**src/rtl/jtag_dtm_tap.sv**
```systemverilog
// jtag_dtm_tap: RISC-V JTAG Debug Transport Module with TCK oversampled in the
// clk domain. It runs the TAP controller, the 5-bit IR and the IDCODE/DTMCS/DMI/
// BYPASS data registers, and turns DMI scans into requests to the debug module.
// Optional feature: define JTAG_DTM_IDCODE_EN to include the IDCODE register.
// Without it, IR 5'h01 decodes as BYPASS and IR resets to 5'h1f.
module jtag_dtm_tap #(
    parameter logic [31:0] IDCODE_VALUE = 32'h1e200a6d,
    parameter int unsigned DMI_ABITS    = 6
) (
    input  logic                  clk,
    input  logic                  rst_n,
    input  logic                  jtag_TCK,
    input  logic                  jtag_TMS,
    input  logic                  jtag_TDI,
    output logic                  jtag_TDO,
    output logic                  dtm_req_valid,
    input  logic                  dtm_req_ready,
    output logic [DMI_ABITS+33:0] dtm_req_data,
    input  logic                  dm_resp_valid,
    input  logic [33:0]           dm_resp_data
);
    localparam int unsigned DR_W      = DMI_ABITS + 34;
    localparam logic [4:0]  IR_IDCODE = 5'h01;
    localparam logic [4:0]  IR_DTMCS  = 5'h10;
    localparam logic [4:0]  IR_DMI    = 5'h11;
`ifdef JTAG_DTM_IDCODE_EN
    localparam logic        HAS_IDCODE = 1'b1;
    localparam logic [4:0]  IR_RESET   = IR_IDCODE;
`else
    localparam logic        HAS_IDCODE = 1'b0;
    localparam logic [4:0]  IR_RESET   = 5'h1f;
`endif

    typedef enum logic [3:0] {
        TLR, RTI, SEL_DR, CAP_DR, SH_DR, EX1_DR, PA_DR, EX2_DR, UPD_DR,
        SEL_IR, CAP_IR, SH_IR, EX1_IR, PA_IR, EX2_IR, UPD_IR
    } tap_state_e;

    tap_state_e            state_q, state_d;
    logic [1:0]            tck_sync_q, tck_sync_d, tms_sync_q, tms_sync_d, tdi_sync_q, tdi_sync_d;
    logic                  tck_prev_q, tck_prev_d, tap_adv_q, tap_adv_d;
    logic [4:0]            ir_q, ir_d, ir_sr_q, ir_sr_d;
    logic [DR_W-1:0]       dr_sr_q, dr_sr_d, req_data_q, req_data_d;
    logic                  tdo_q, tdo_d, req_valid_q, req_valid_d;
    logic                  busy_q, busy_d, sticky_q, sticky_d;
    logic [33:0]           resp_q, resp_d;
    logic [DMI_ABITS-1:0]  last_addr_q, last_addr_d;
    logic                  tck_rise, tck_fall, tms, tdi, upd_dr, upd_ir;
    logic                  sel_idcode, sel_dtmcs, sel_dmi;
    logic [1:0]            dmistat, dmi_status;

    assign jtag_TDO      = tdo_q;
    assign dtm_req_valid = req_valid_q;
    assign dtm_req_data  = req_data_q;

    // Register every piece of state; reset aborts any scan or pending request.
    always_ff @(posedge clk or negedge rst_n) begin
        if (!rst_n) begin
            tck_sync_q  <= '0;
            tms_sync_q  <= '0;
            tdi_sync_q  <= '0;
            tck_prev_q  <= 1'b0;
            tap_adv_q   <= 1'b0;
            state_q     <= TLR;
            ir_q        <= IR_RESET;
            ir_sr_q     <= '0;
            dr_sr_q     <= '0;
            tdo_q       <= 1'b0;
            req_valid_q <= 1'b0;
            req_data_q  <= '0;
            busy_q      <= 1'b0;
            sticky_q    <= 1'b0;
            resp_q      <= '0;
            last_addr_q <= '0;
        end else begin
            tck_sync_q  <= tck_sync_d;
            tms_sync_q  <= tms_sync_d;
            tdi_sync_q  <= tdi_sync_d;
            tck_prev_q  <= tck_prev_d;
            tap_adv_q   <= tap_adv_d;
            state_q     <= state_d;
            ir_q        <= ir_d;
            ir_sr_q     <= ir_sr_d;
            dr_sr_q     <= dr_sr_d;
            tdo_q       <= tdo_d;
            req_valid_q <= req_valid_d;
            req_data_q  <= req_data_d;
            busy_q      <= busy_d;
            sticky_q    <= sticky_d;
            resp_q      <= resp_d;
            last_addr_q <= last_addr_d;
        end
    end

    // Pin synchronizers, TCK edge detection and update-state entry strobes.
    always_comb begin
        tck_sync_d = {tck_sync_q[0], jtag_TCK};
        tms_sync_d = {tms_sync_q[0], jtag_TMS};
        tdi_sync_d = {tdi_sync_q[0], jtag_TDI};
        tck_prev_d = tck_sync_q[1];
        tck_rise   = tck_sync_q[1] & ~tck_prev_q;
        tck_fall   = ~tck_sync_q[1] & tck_prev_q;
        tms        = tms_sync_q[1];
        tdi        = tdi_sync_q[1];
        tap_adv_d  = tck_rise;
        upd_dr     = tap_adv_q && (state_q == UPD_DR);
        upd_ir     = tap_adv_q && (state_q == UPD_IR);
    end

    // TAP controller next state, advancing on each synced TCK rise.
    always_comb begin
        state_d = state_q;
        if (tck_rise) begin
            case (state_q)
                TLR:     state_d = tms ? TLR    : RTI;
                RTI:     state_d = tms ? SEL_DR : RTI;
                SEL_DR:  state_d = tms ? SEL_IR : CAP_DR;
                CAP_DR:  state_d = tms ? EX1_DR : SH_DR;
                SH_DR:   state_d = tms ? EX1_DR : SH_DR;
                EX1_DR:  state_d = tms ? UPD_DR : PA_DR;
                PA_DR:   state_d = tms ? EX2_DR : PA_DR;
                EX2_DR:  state_d = tms ? UPD_DR : SH_DR;
                UPD_DR:  state_d = tms ? SEL_DR : RTI;
                SEL_IR:  state_d = tms ? TLR    : CAP_IR;
                CAP_IR:  state_d = tms ? EX1_IR : SH_IR;
                SH_IR:   state_d = tms ? EX1_IR : SH_IR;
                EX1_IR:  state_d = tms ? UPD_IR : PA_IR;
                PA_IR:   state_d = tms ? EX2_IR : PA_IR;
                EX2_IR:  state_d = tms ? UPD_IR : SH_IR;
                UPD_IR:  state_d = tms ? SEL_DR : RTI;
                default: state_d = TLR;
            endcase
        end
    end

    // Instruction decode and the status fields reported by DTMCS and DMI captures.
    always_comb begin
        sel_idcode = HAS_IDCODE && (ir_q == IR_IDCODE);
        sel_dtmcs  = (ir_q == IR_DTMCS);
        sel_dmi    = (ir_q == IR_DMI);
        dmistat    = sticky_q ? 2'b11 : 2'b00;
        dmi_status = (sticky_q || busy_q) ? 2'b11 : resp_q[1:0];
    end

    // IR and DR shift registers and TDO; TDI always enters at the selected DR's MSB.
    always_comb begin
        ir_d    = ir_q;
        ir_sr_d = ir_sr_q;
        dr_sr_d = dr_sr_q;
        tdo_d   = tdo_q;
        if (state_q == TLR) ir_d = IR_RESET;
        if (upd_ir) ir_d = ir_sr_q;
        if (tck_rise && state_q == CAP_IR) ir_sr_d = 5'b00001;
        if (tck_rise && state_q == SH_IR) ir_sr_d = {tdi, ir_sr_q[4:1]};
        if (tck_rise && state_q == CAP_DR) begin
            if (sel_idcode)
                dr_sr_d = {{(DR_W-32){1'b0}}, IDCODE_VALUE};
            else if (sel_dtmcs)
                dr_sr_d = {{(DR_W-32){1'b0}}, 14'b0, 2'b0, 1'b0, 3'd0, dmistat, 6'(DMI_ABITS), 4'd1};
            else if (sel_dmi)
                dr_sr_d = {last_addr_q, resp_q[33:2], dmi_status};
            else
                dr_sr_d = '0;
        end
        if (tck_rise && state_q == SH_DR) begin
            if (sel_dmi)
                dr_sr_d = {tdi, dr_sr_q[DR_W-1:1]};
            else if (sel_idcode || sel_dtmcs)
                dr_sr_d = {{(DR_W-32){1'b0}}, tdi, dr_sr_q[31:1]};
            else
                dr_sr_d = {{(DR_W-1){1'b0}}, tdi};
        end
        if (tck_fall) begin
            if (state_q == SH_DR)      tdo_d = dr_sr_q[0];
            else if (state_q == SH_IR) tdo_d = ir_sr_q[0];
            else                       tdo_d = 1'b0;
        end
    end

    // DMI request/response tracking; a same-cycle response clears busy before a new update is judged.
    always_comb begin
        req_valid_d = req_valid_q;
        req_data_d  = req_data_q;
        busy_d      = busy_q;
        sticky_d    = sticky_q;
        resp_d      = resp_q;
        last_addr_d = last_addr_q;
        if (req_valid_q && dtm_req_ready) req_valid_d = 1'b0;
        if (dm_resp_valid && busy_q) begin
            resp_d = dm_resp_data;
            busy_d = 1'b0;
        end
        if (upd_dr && sel_dtmcs) begin
            if (dr_sr_q[17]) begin
                sticky_d    = 1'b0;
                busy_d      = 1'b0;
                req_valid_d = 1'b0;
            end else if (dr_sr_q[16]) begin
                sticky_d = 1'b0;
            end
        end
        if (upd_dr && sel_dmi && dr_sr_q[1:0] != 2'b00) begin
            if (busy_d) begin
                sticky_d = 1'b1;
            end else if (!sticky_q) begin
                req_data_d  = dr_sr_q;
                req_valid_d = 1'b1;
                busy_d      = 1'b1;
                last_addr_d = dr_sr_q[DR_W-1 -: DMI_ABITS];
            end
        end
    end
endmodule

```
**config.mk**
```make
export PLATFORM = sky130hd
export DESIGN_NAME = jtag_dtm_tap
export DESIGN_NICKNAME = d
export VERILOG_FILES = /design/src/rtl/jtag_dtm_tap.sv
export SDC_FILE = /design/constraint.sdc
export NUM_CORES = 1
export LEC_CHECK = 0
export ABC_AREA = 1
export ABC_CLOCK_PERIOD_IN_PS = 3500
export BUFFER_PORTS_ARGS = -buffer_cell sky130_fd_sc_hd__clkbuf_2
export CAP_MARGIN = 5
export CORE_MARGIN = 4
export CORE_UTILIZATION = 40
export CTS_BUF_LIST = sky130_fd_sc_hd__clkbuf_4 sky130_fd_sc_hd__clkbuf_8
export DETAILED_ROUTE_END_ITERATION = 16
export PLACE_DENSITY_LB_ADDON = 0.2
export SYNTH_ARGS = -nofsm -noshare
export SYNTH_HDL_FRONTEND = slang
export SYNTH_SLANG_ARGS = --single-unit
```
**constraint.sdc**
```tcl
create_clock -name clk -period 3.5 [get_ports clk]
set_clock_uncertainty 0.2 [all_clocks]
set_input_delay 0.525 -clock clk [delete_from_list [all_inputs] [get_ports clk]]
set_output_delay 0.525 -clock clk [all_outputs]
set_load 0.01 [all_outputs]
```
==> results.sh, run 1 <==
export IMPL_clk_pin_slew_ns=0.08
export IMPL_gr_total_overflow=0
export IMPL_vias=5115
export IMPL_syn_to_final_growth_pct=15.7
export IMPL_post_cts_resized=0
export IMPL_path_max_fanout=43
export IMPL_cts_buffers=17
export IMPL_drc=0
export IMPL_cp_start_kind="register"
export IMPL_dp_worst_setup_slack_ns=0.891
export IMPL_start_util_pct=41.0
export IMPL_grt_usage_pct=17.9
export IMPL_finalCriticalPeriod_ns=2.59
export IMPL_maxCapViolations=0
export IMPL_core_area_um2=15300
export IMPL_grt_max_degree=73
export IMPL_avgSynthCellArea_um2=8.66
export IMPL_clk_insertion_delay_late_ns=0.45
export IMPL_clk_path_buf_depth=2
export IMPL_hp_class="input pin to register"
export IMPL_criticalPathCategory="register to register"
export IMPL_crit_path_max_incr_delay_ns=0.40
export IMPL_required_ns=3.64
export IMPL_syn_nets=763
export IMPL_tightest_slew_ns=0.796
export IMPL_yosysSeqAreaShare_pct=56.1
export IMPL_grt_pass1_wl_um=25500
export IMPL_max_slew_margin_pct=46.8
export IMPL_root_buffer="clkbuf_8"
export IMPL_syn_cell_area_um2=6250
export IMPL_leakagePower_nw=3.67
export IMPL_drt_antenna_violating_nets=0
export IMPL_dp_hpwl_um=10300
export IMPL_grt_pass1_vias=5020
export IMPL_synth_seq_cells=140
export IMPL_cts_sinks=140
export IMPL_peakVddDrop_mv=0.238
export IMPL_drive_above_1_share_pct=19.8
export IMPL_power_density_nw_per_um2=557
export IMPL_yosys_warnings=0
export IMPL_htreeDepth=4
export IMPL_die_x_um=133
export IMPL_final_core_utilization_pct=47.4
export IMPL_status="finished clean"
export IMPL_io_pins=83
export IMPL_portBuffers=82
export IMPL_setup_ws_ns=0.912
export IMPL_hold_viol=0
export IMPL_antenna_found_initial=0
export IMPL_die_y_um=133
export IMPL_cp_data_arrival_time_ns=2.72
export IMPL_cp_slowest_cell="nand2_4"
export IMPL_setup_violations=0
export IMPL_post_route_period_util_pct=73.9
export IMPL_gp_congestion=0.827
export IMPL_synth_cells=722
export IMPL_synth_cell_types=30
export IMPL_crit_top_cell="nand2_1"
export IMPL_nets=838
export IMPL_max_freq_mhz=386
export IMPL_firstDrtPassIters=5
export IMPL_cts_tree="yes"
export IMPL_first_iter_violations=366
export IMPL_diodes=0
export IMPL_wl_per_cell_um=14.7
export IMPL_die_area_um2=17700
export IMPL_rsz0062_at_grt="false"
export IMPL_crit_chain="inv_1 -> nand2_1 -> nor2_1 -> nand3_2 -> nand2_4 -> nand2_4 -> nand2_1 -> nand2_1"
export IMPL_rows=45
export IMPL_drt_wl_total_um=15000
export IMPL_via_per_inst=5.01
export IMPL_fin_tns_setup_ns=0
export IMPL_slew_viol_final=0
export IMPL_end_kind="register"
-- cell usage after synthesis (all sizes together) --
library cell / count / area [µm²]
buf: 26 / 183
o211ai: 1 / 7.51
dfstp: 5 / 131
a22oi: 4 / 30.0
nand3: 116 / 586
nor3: 4 / 31.3
or2: 1 / 6.26
o21ai: 35 / 175
inv: 60 / 225
a31oi: 25 / 156
dfrtp: 135 / 3380
nand4: 2 / 12.5
clkbuf: 14 / 52.6
nor2: 89 / 364
o22ai: 5 / 31.3
nand2: 159 / 627
a21oi: 32 / 160
nand3b: 1 / 7.51
mux2: 8 / 90.1
-- metal layers --
layer	global-route usage, %	wire length [µm]	vias up
li1	-	-	2522
met5	0	0	-
met1	25.0	7080	2433
met2	27.1	6950	138
met4	7.04	300	0
met3	4.03	695	22
-- what timing repair did --
| item | in CTS | in global routing |
|---|---|---|
| hold endpoints to repair | 71 | 0 |
| buffers inserted | 0 | 0 |
| hold buffers | 4 | 0 |
-- area by class of cell --
class                           instances  area (µm²)
Clock buffer                           26         333
Clock inverter                          6        58.8
Fill cell                            1503        8020
Inverter                               60         225
Multi-Input combinational cell        482        2290
Sequential cell                       140        3510
Tap cell                              211         264
Timing Repair Buffer                   96         557
-- kinds of logic after synthesis --
| kind of cell | Yosys count | synth area share, % |
|---|---|---|
| muxes | 8 | 1.44 |
| DFF | 140 | 56.1 |
| and+or+nand+nor | 372 | 26.1 |
| AOI/OAI and AO/OA | 102 | 8.96 |
| buffers and inverters | 100 | 7.36 |
-- metrics by stage --
| step | power, mW | cell area (µm²) | hold WS [ns] | std cells |
|---|---|---|---|---|
| 2_1_floorplan | 2.56 | 6250 | 0.0294 | 722 |
| 3_3_place_gp | 2.76 | 6810 | 0.134 | 985 |
| 3_5_place_dp | 2.78 | 6810 | 0.147 | 985 |
| 4_1_cts | 4.07 | 7240 | 0.0612 | 1021 |
| 5_1_grt | 4.28 | 7240 | 0.0794 | 1021 |
| 6_report | 4.03 | 7240 | 0.0943 | 1021 |
-- path summary, 6_finish.rpt --
kind                                              start                      endpoint  slack (ns)  cells past startpoint
worst max-delay path                ir_q[0]$_DFFE_PN1P_  dtm_req_data[28]$_DFFE_PN0P_        0.91                      8
worst min-delay path                   dm_resp_data[10]        resp_q[10]$_DFFE_PN0P_        0.09                      2
worst max register to register      ir_q[0]$_DFFE_PN1P_  dtm_req_data[28]$_DFFE_PN0P_        0.91                      8
worst min register to register  tms_sync_q[0]$_DFF_PN0_       tms_sync_q[1]$_DFF_PN0_        0.16                      0
max in group asynchronous                         rst_n   dtm_req_data[2]$_DFFE_PN0P_        1.87                      3
min in group asynchronous                         rst_n       tck_sync_q[1]$_DFF_PN0_        0.43                      2
-- cell usage in the layout (no fill, tap or decap), drive strengths merged, types with 11 or more instances in the layout --
cell      n
nand2   159
dfrtp   135
nand3   116
clkbuf  107
nor2     89
inv      60
o21ai    35
a21oi    32
a31oi    25
buf      11
-- power breakdown --
part	leakage (nW)	total [mW]	switching (mW)	internal, mW
clock network	0.210	1.27	0.590	0.685
registers	1.76	2.08	0.222	1.86
logic	1.70	0.681	0.426	0.254
-- state kept, by name, indices dropped and copies added, names as in the netlist, 4 cells and up --
signal        flops
dtm_req_data     40
ir_sr_q           5
state_q           4
dr_sr_q          40
resp_q           34
ir_q              5
-- critical path, delay by kind of cell (launching register included) --
family	cells	cell delay, ns
simple gates	7	1.71
flops	1	0.37
buf+inv	1	0.16
(Power assumes the default switching activity.)
==> run 2, diff against run 1 <==
--- a/config.mk
+++ b/config.mk
@@ -6,7 +6,7 @@
 export NUM_CORES = 1
 export LEC_CHECK = 0
 export ABC_AREA = 1
-export ABC_CLOCK_PERIOD_IN_PS = 3500
+export ABC_CLOCK_PERIOD_IN_PS = 2100
 export BUFFER_PORTS_ARGS = -buffer_cell sky130_fd_sc_hd__clkbuf_2
 export CAP_MARGIN = 5
 export CORE_MARGIN = 4
==> constraint.sdc (replaced) <==
create_clock -name clk -period 2.1 [get_ports clk]
set_clock_uncertainty 0.2 [all_clocks]
set_input_delay 0.315 -clock clk [delete_from_list [all_inputs] [get_ports clk]]
set_output_delay 0.315 -clock clk [all_outputs]
set_load 0.01 [all_outputs]
==> results.sh, run 2 (synthesized netlist as in run 1, its figures left out) <==
export IMPL_grt_usage_pct=18.7
export IMPL_wl_per_cell_um=14.6
export IMPL_power_density_nw_per_um2=893
export IMPL_die_x_um=133
export IMPL_start_util_pct=41.0
export IMPL_grt_pass1_vias=5416
export IMPL_post_route_period_util_pct=91.0
export IMPL_cp_data_arrival_time_ns=2.10
export IMPL_path_max_fanout=16
export IMPL_first_iter_violations=447
export IMPL_htreeDepth=4
export IMPL_grt_pass1_wl_um=26800
export IMPL_nFillCells=1455
export IMPL_die_area_um2=17700
export IMPL_gp_congestion=0.872
export IMPL_finalCriticalPeriod_ns=1.91
export IMPL_cp_start_kind="register"
export IMPL_tightest_slew_ns=0.522
export IMPL_end_kind="register"
export IMPL_required_ns=2.29
export IMPL_root_buffer="clkbuf_8"
export IMPL_drive_above_1_share_pct=20.5
export IMPL_leakagePower_nw=3.94
export IMPL_criticalPathCategory="register to register"
export IMPL_vias=5398
export IMPL_clk_insertion_delay_late_ns=0.45
export IMPL_die_y_um=133
export IMPL_setup_violations=0
export IMPL_hp_class="register to register"
export IMPL_drt_wl_total_um=15600
export IMPL_portBuffers=82
export IMPL_layout_commonest_cell="nand2_1"
export IMPL_drc=0
export IMPL_clk_pin_slew_ns=0.07
export IMPL_max_freq_mhz=523
export IMPL_rsz0062_at_grt="false"
export IMPL_gr_total_overflow=0
export IMPL_clk_path_buf_depth=2
export IMPL_setup_ws_ns=0.189
export IMPL_cts_tree="yes"
export IMPL_antenna_found_initial=0
export IMPL_max_slew_margin_pct=65.2
export IMPL_drt_antenna_violating_nets=0
export IMPL_final_cell_mix="nand2_1, dfrtp_1, nand3_1"
export IMPL_syn_to_final_growth_pct=24.9
export IMPL_whs_path_depth=0
export IMPL_cts_buffers=17
export IMPL_status="finished clean"
export IMPL_grt_max_degree=51
export IMPL_slew_viol_final=0
export IMPL_via_per_inst=5.03
export IMPL_nets=890
export IMPL_fin_tns_setup_ns=0
export IMPL_dp_worst_setup_slack_ns=-0.0137
export IMPL_cts_sinks=140
export IMPL_total_power_mw=6.98
export IMPL_firstDrtPassIters=5
export IMPL_maxCapViolations=0
export IMPL_dp_hpwl_um=10600
export IMPL_regArea_um2=3510
export IMPL_multi_input_area_um2=2300
export IMPL_rows=45
export IMPL_hold_viol=0
export IMPL_io_pins=83
export IMPL_peakVddDrop_mv=0.470
export IMPL_rr_worst_depth=8
export IMPL_diodes=0
export IMPL_core_area_um2=15300
[run 2: final cells by class]
cell class | count | area share [%]
clock buffers | 27 | 4.52
clock inverters | 5 | 0.993
inverters | 60 | 2.88
multi-input cells | 482 | 29.4
flip-flops and latches | 140 | 44.9
well taps | 211 | 3.38
repair buffers | 148 | 13.9
[run 2: critical path, stage by stage, from the launching register on]
cell and delay (ns):
dfstp_2 0.55, nand2_2 0.13, nor2_4 0.14, nand2_1 0.12, nor3_4 0.17, buf_12 0.14, buf_4 0.20, nand3_1 0.13
nand2_1 0.09
[run 2: per-layer routing]
metal	up-vias	GRT usage (%)	part of all wire, %
li1	2624	-	-
met1	2587	26.4	47
met2	166	28.4	46
met3	21	4.41	5.2
met4	0	6.47	1.5
met5	-	0	0
[run 2: what timing repair did]
item | CTS | global route
setup buffers | 0 | 1
pin swaps | 0 | 1
endpoints found under the hold margin | 84 | 0
resized for setup | 1 | 0
endpoints found under the setup margin | 12 | 40
hold buffers | 39 | 0
[run 2: metrics by stage]
| step | hold slack (ns) | cells | util (%) | area [µm²] |
|---|---|---|---|---|
| detailed placement | 0.106 | 1001 | 45.6 | 6960 |
| floorplan | -0.181 | 722 | - | 6250 |
| finish | 0.153 | 1073 | 51.2 | 7810 |
| global route | 0.164 | 1073 | 51.2 | 7810 |
| CTS | 0.157 | 1072 | 51.1 | 7790 |
| global placement | 0.103 | 1001 | 45.6 | 6960 |
[run 2: power breakdown]
group,switching [mW],internal [mW],total (mW)
Combinational,0.751,0.496,1.25
Clock,0.979,1.32,2.29
Sequential,0.345,3.09,3.44
[run 2: path summary, 6_finish.rpt]
check,startpoint,endpoint,slack (ns)
min reg2reg,tms_sync_q[0]$_DFF_PN0_,tms_sync_q[1]$_DFF_PN0_,0.15
min in group asynchronous,rst_n,state_q[0]$_DFFE_PN0P_,0.19
max reg2reg,ir_q[4]$_DFFE_PN1P_,dtm_req_data[32]$_DFFE_PN0P_,0.19
max in group asynchronous,rst_n,ir_q[0]$_DFFE_PN1P_,0.87
min,tms_sync_q[0]$_DFF_PN0_,tms_sync_q[1]$_DFF_PN0_,0.15
max,ir_q[4]$_DFFE_PN1P_,dtm_req_data[32]$_DFFE_PN0P_,0.19
==> run 3, diff against run 2 <==
==> constraint.sdc (replaced) <==
create_clock -name clk -period 2.1 [get_ports clk]
set_clock_uncertainty 0.2 [all_clocks]
set_input_delay 0.105 -clock clk [delete_from_list [all_inputs] [get_ports clk]]
set_output_delay 0.105 -clock clk [all_outputs]
set_load 0.01 [all_outputs]
==> results.sh, run 3 (synthesized netlist as in run 1, its figures left out) <==
export IMPL_drive_above_1_share_pct=20.7
export IMPL_criticalPathCategory="register to register"
export IMPL_clk_insertion_delay_late_ns=0.45
export IMPL_p_int_mw=5.10
export IMPL_vias=5367
export IMPL_peakVddDrop_mv=0.575
export IMPL_p_switching_mw=2.13
export IMPL_cts_tree="yes"
export IMPL_cp_data_arrival_time_ns=2.13
export IMPL_via_per_inst=4.98
export IMPL_timing_rr_start="ir_q[4]$_DFFE_PN1P_"
export IMPL_rsz0062_at_grt="false"
export IMPL_antenna_found_initial=0
export IMPL_fin_tns_setup_ns=0
export IMPL_core_area_um2=15300
export IMPL_nets=894
export IMPL_diodes=0
export IMPL_grt_pass1_vias=5345
export IMPL_root_buffer="clkbuf_8"
export IMPL_hold_viol=0
export IMPL_finalCriticalPeriod_ns=1.98
export IMPL_setup_ws_ns=0.117
export IMPL_start_util_pct=41.0
export IMPL_post_route_period_util_pct=94.4
export IMPL_path_delay_family="simple AND/OR/NAND/NOR gates"
export IMPL_path_max_fanout=20
export IMPL_rows=45
export IMPL_cts_sinks=140
export IMPL_comb_power_share_pct=17.2
export IMPL_multi_input_area_um2=2310
export IMPL_firstDrtPassIters=5
export IMPL_portBuffers=82
export IMPL_wl_per_cell_um=14.7
export IMPL_rr_worst_depth=8
export IMPL_max_freq_mhz=504
export IMPL_timing_rr_end="dtm_req_data[13]$_DFFE_PN0P_"
export IMPL_cp_start_kind="register"
export IMPL_final_cell_mix="nand2_1, dfrtp_1, nand3_1"
export IMPL_switching_share_pct=29.5
export IMPL_dp_worst_setup_slack_ns=-0.0387
export IMPL_layout_commonest_cell="nand2_1"
export IMPL_clk_pin_slew_ns=0.08
export IMPL_cts_buffers=17
export IMPL_clkPwrFrac_pct=35.3
export IMPL_endpoint="dtm_req_data[13]$_DFFE_PN0P_"
export IMPL_status="finished clean"
export IMPL_leakagePower_nw=3.95
export IMPL_final_area_um2=7870
export IMPL_grt_pass1_wl_um=26600
export IMPL_gp_congestion=0.849
export IMPL_cp_slowest_cell="dfstp_2"
export IMPL_maxCapViolations=0
export IMPL_drc=0
export IMPL_nFillCells=1449
export IMPL_slew_viol_final=0
export IMPL_clk_path_buf_depth=2
export IMPL_critical_path_depth=8
export IMPL_drt_wl_total_um=15900
export IMPL_max_slew_margin_pct=61.6
export IMPL_hp_class="input pin to register"
export IMPL_regArea_um2=3510
export IMPL_startpoint="ir_q[4]$_DFFE_PN1P_"
export IMPL_grt_max_degree=64
export IMPL_crit_buf_inv=1
export IMPL_die_y_um=133
export IMPL_required_ns=2.25
export IMPL_dp_cells=1002
export IMPL_drt_antenna_violating_nets=0
export IMPL_die_x_um=133
export IMPL_crit_top_cell="nand2_1"
export IMPL_r2r_slack_ns=0.12
export IMPL_gr_total_overflow=0
export IMPL_crit_path_max_incr_delay_ns=0.56
export IMPL_end_kind="register"
export IMPL_tightest_slew_ns=0.577
export IMPL_die_area_um2=17700
export IMPL_io_pins=83
export IMPL_syn_to_final_growth_pct=25.8
export IMPL_power_frac_seq_pct=47.5
export IMPL_setup_violations=0
export IMPL_placed_area_um2=6950
export IMPL_grt_usage_pct=18.6
export IMPL_htreeDepth=4
export IMPL_power_density_nw_per_um2=919
export IMPL_crit_chain="nand2_2 -> nor2_4 -> nand2_1 -> nor3_4 -> buf_12 -> nand2_4 -> nand2_1 -> nand2_1"
export IMPL_dp_hpwl_um=10500
export IMPL_first_iter_violations=403
export IMPL_final_cells=1077
==> run 3: changes by cell type in the layout (fill, tap and decap cells not counted), sizes merged <==
cell         delta
clkinvlp        +1
clkinv          +2
nand2           +1
buf             +1
bufinv          +3
clkbuf          -6
dlygate4sd3     +2
==> run 3: how the worst min path moves through the flow <==
stage / startpoint / end / slack (ns) / cells past startpoint
6_report: dm_resp_valid / resp_q[8]$_DFFE_PN0P_ / 0.07 / 3
3_5_place_dp: rst_n / tms_sync_q[0]$_DFF_PN0_ / -0.06 / 1
3_3_place_gp: rst_n / tms_sync_q[0]$_DFF_PN0_ / -0.07 / 1
5_1_grt: dm_resp_valid / resp_q[30]$_DFFE_PN0P_ / 0.07 / 3
2_1_floorplan: rst_n / busy_q$_DFF_PN0_ / -0.39 / 0
4_1_cts: dm_resp_valid / resp_q[8]$_DFFE_PN0P_ / 0.06 / 3
==> run 3: cell type report <==
type | count | share of cell area (%)
clock buffers | 21 | 3.59
flip-flops and latches | 140 | 44.6
well taps | 211 | 3.35
inverters | 60 | 2.86
repair buffers | 151 | 13.9
multi-input cells | 483 | 29.3
clock inverters | 11 | 2.40
==> run 3: routing by layer <==
layer	vias to the layer above	track usage, %	share of wire [%]
met5	-	0	0
met3	21	4.60	5.2
met1	2550	25.3	46
li1	2641	-	-
met4	0	7.10	1.4
met2	155	28.6	48
==> run 3: worst reg2reg max path, stage by stage (launching register included) <==
cell,delay (ns)
dfstp_2,0.56
nand2_2,0.13
nor2_4,0.14
nand2_1,0.12
nor3_4,0.22
buf_12,0.16
nand2_4,0.18
nand2_1,0.13
nand2_1,0.05
==> run 3: timing repair <==
item,in CTS,in global routing
hold buffers,41,0
pin swaps,1,2
buffers inserted,0,1
cloned,0,1
gates resized for setup,1,1
hold endpoints to repair,175,0
endpoints found under the setup margin,40,40
==> run 3: power by group through the flow <==
stage          clock (mW)  sequential [mW]  combinational [mW]
3_3_place_gp            0             3.47                1.14
4_1_cts              2.61             3.43                1.25
2_1_floorplan           0             3.37               0.885
6_report             2.55             3.43                1.25
5_1_grt              2.74             3.49                1.43
3_5_place_dp            0             3.49                1.18
==> run 3: metrics by stage <==
| step | hold slack (ns) | power [mW] | util (%) |
|---|---|---|---|
| 6_report | 0.0679 | 7.24 | 51.6 |
| 5_1_grt | 0.0747 | 7.66 | 51.6 |
| 4_1_cts | 0.0571 | 7.29 | 51.4 |
| 3_5_place_dp | -0.0600 | 4.66 | 45.5 |
| 3_3_place_gp | -0.0704 | 4.60 | 45.5 |
| 2_1_floorplan | -0.391 | 4.26 | - |
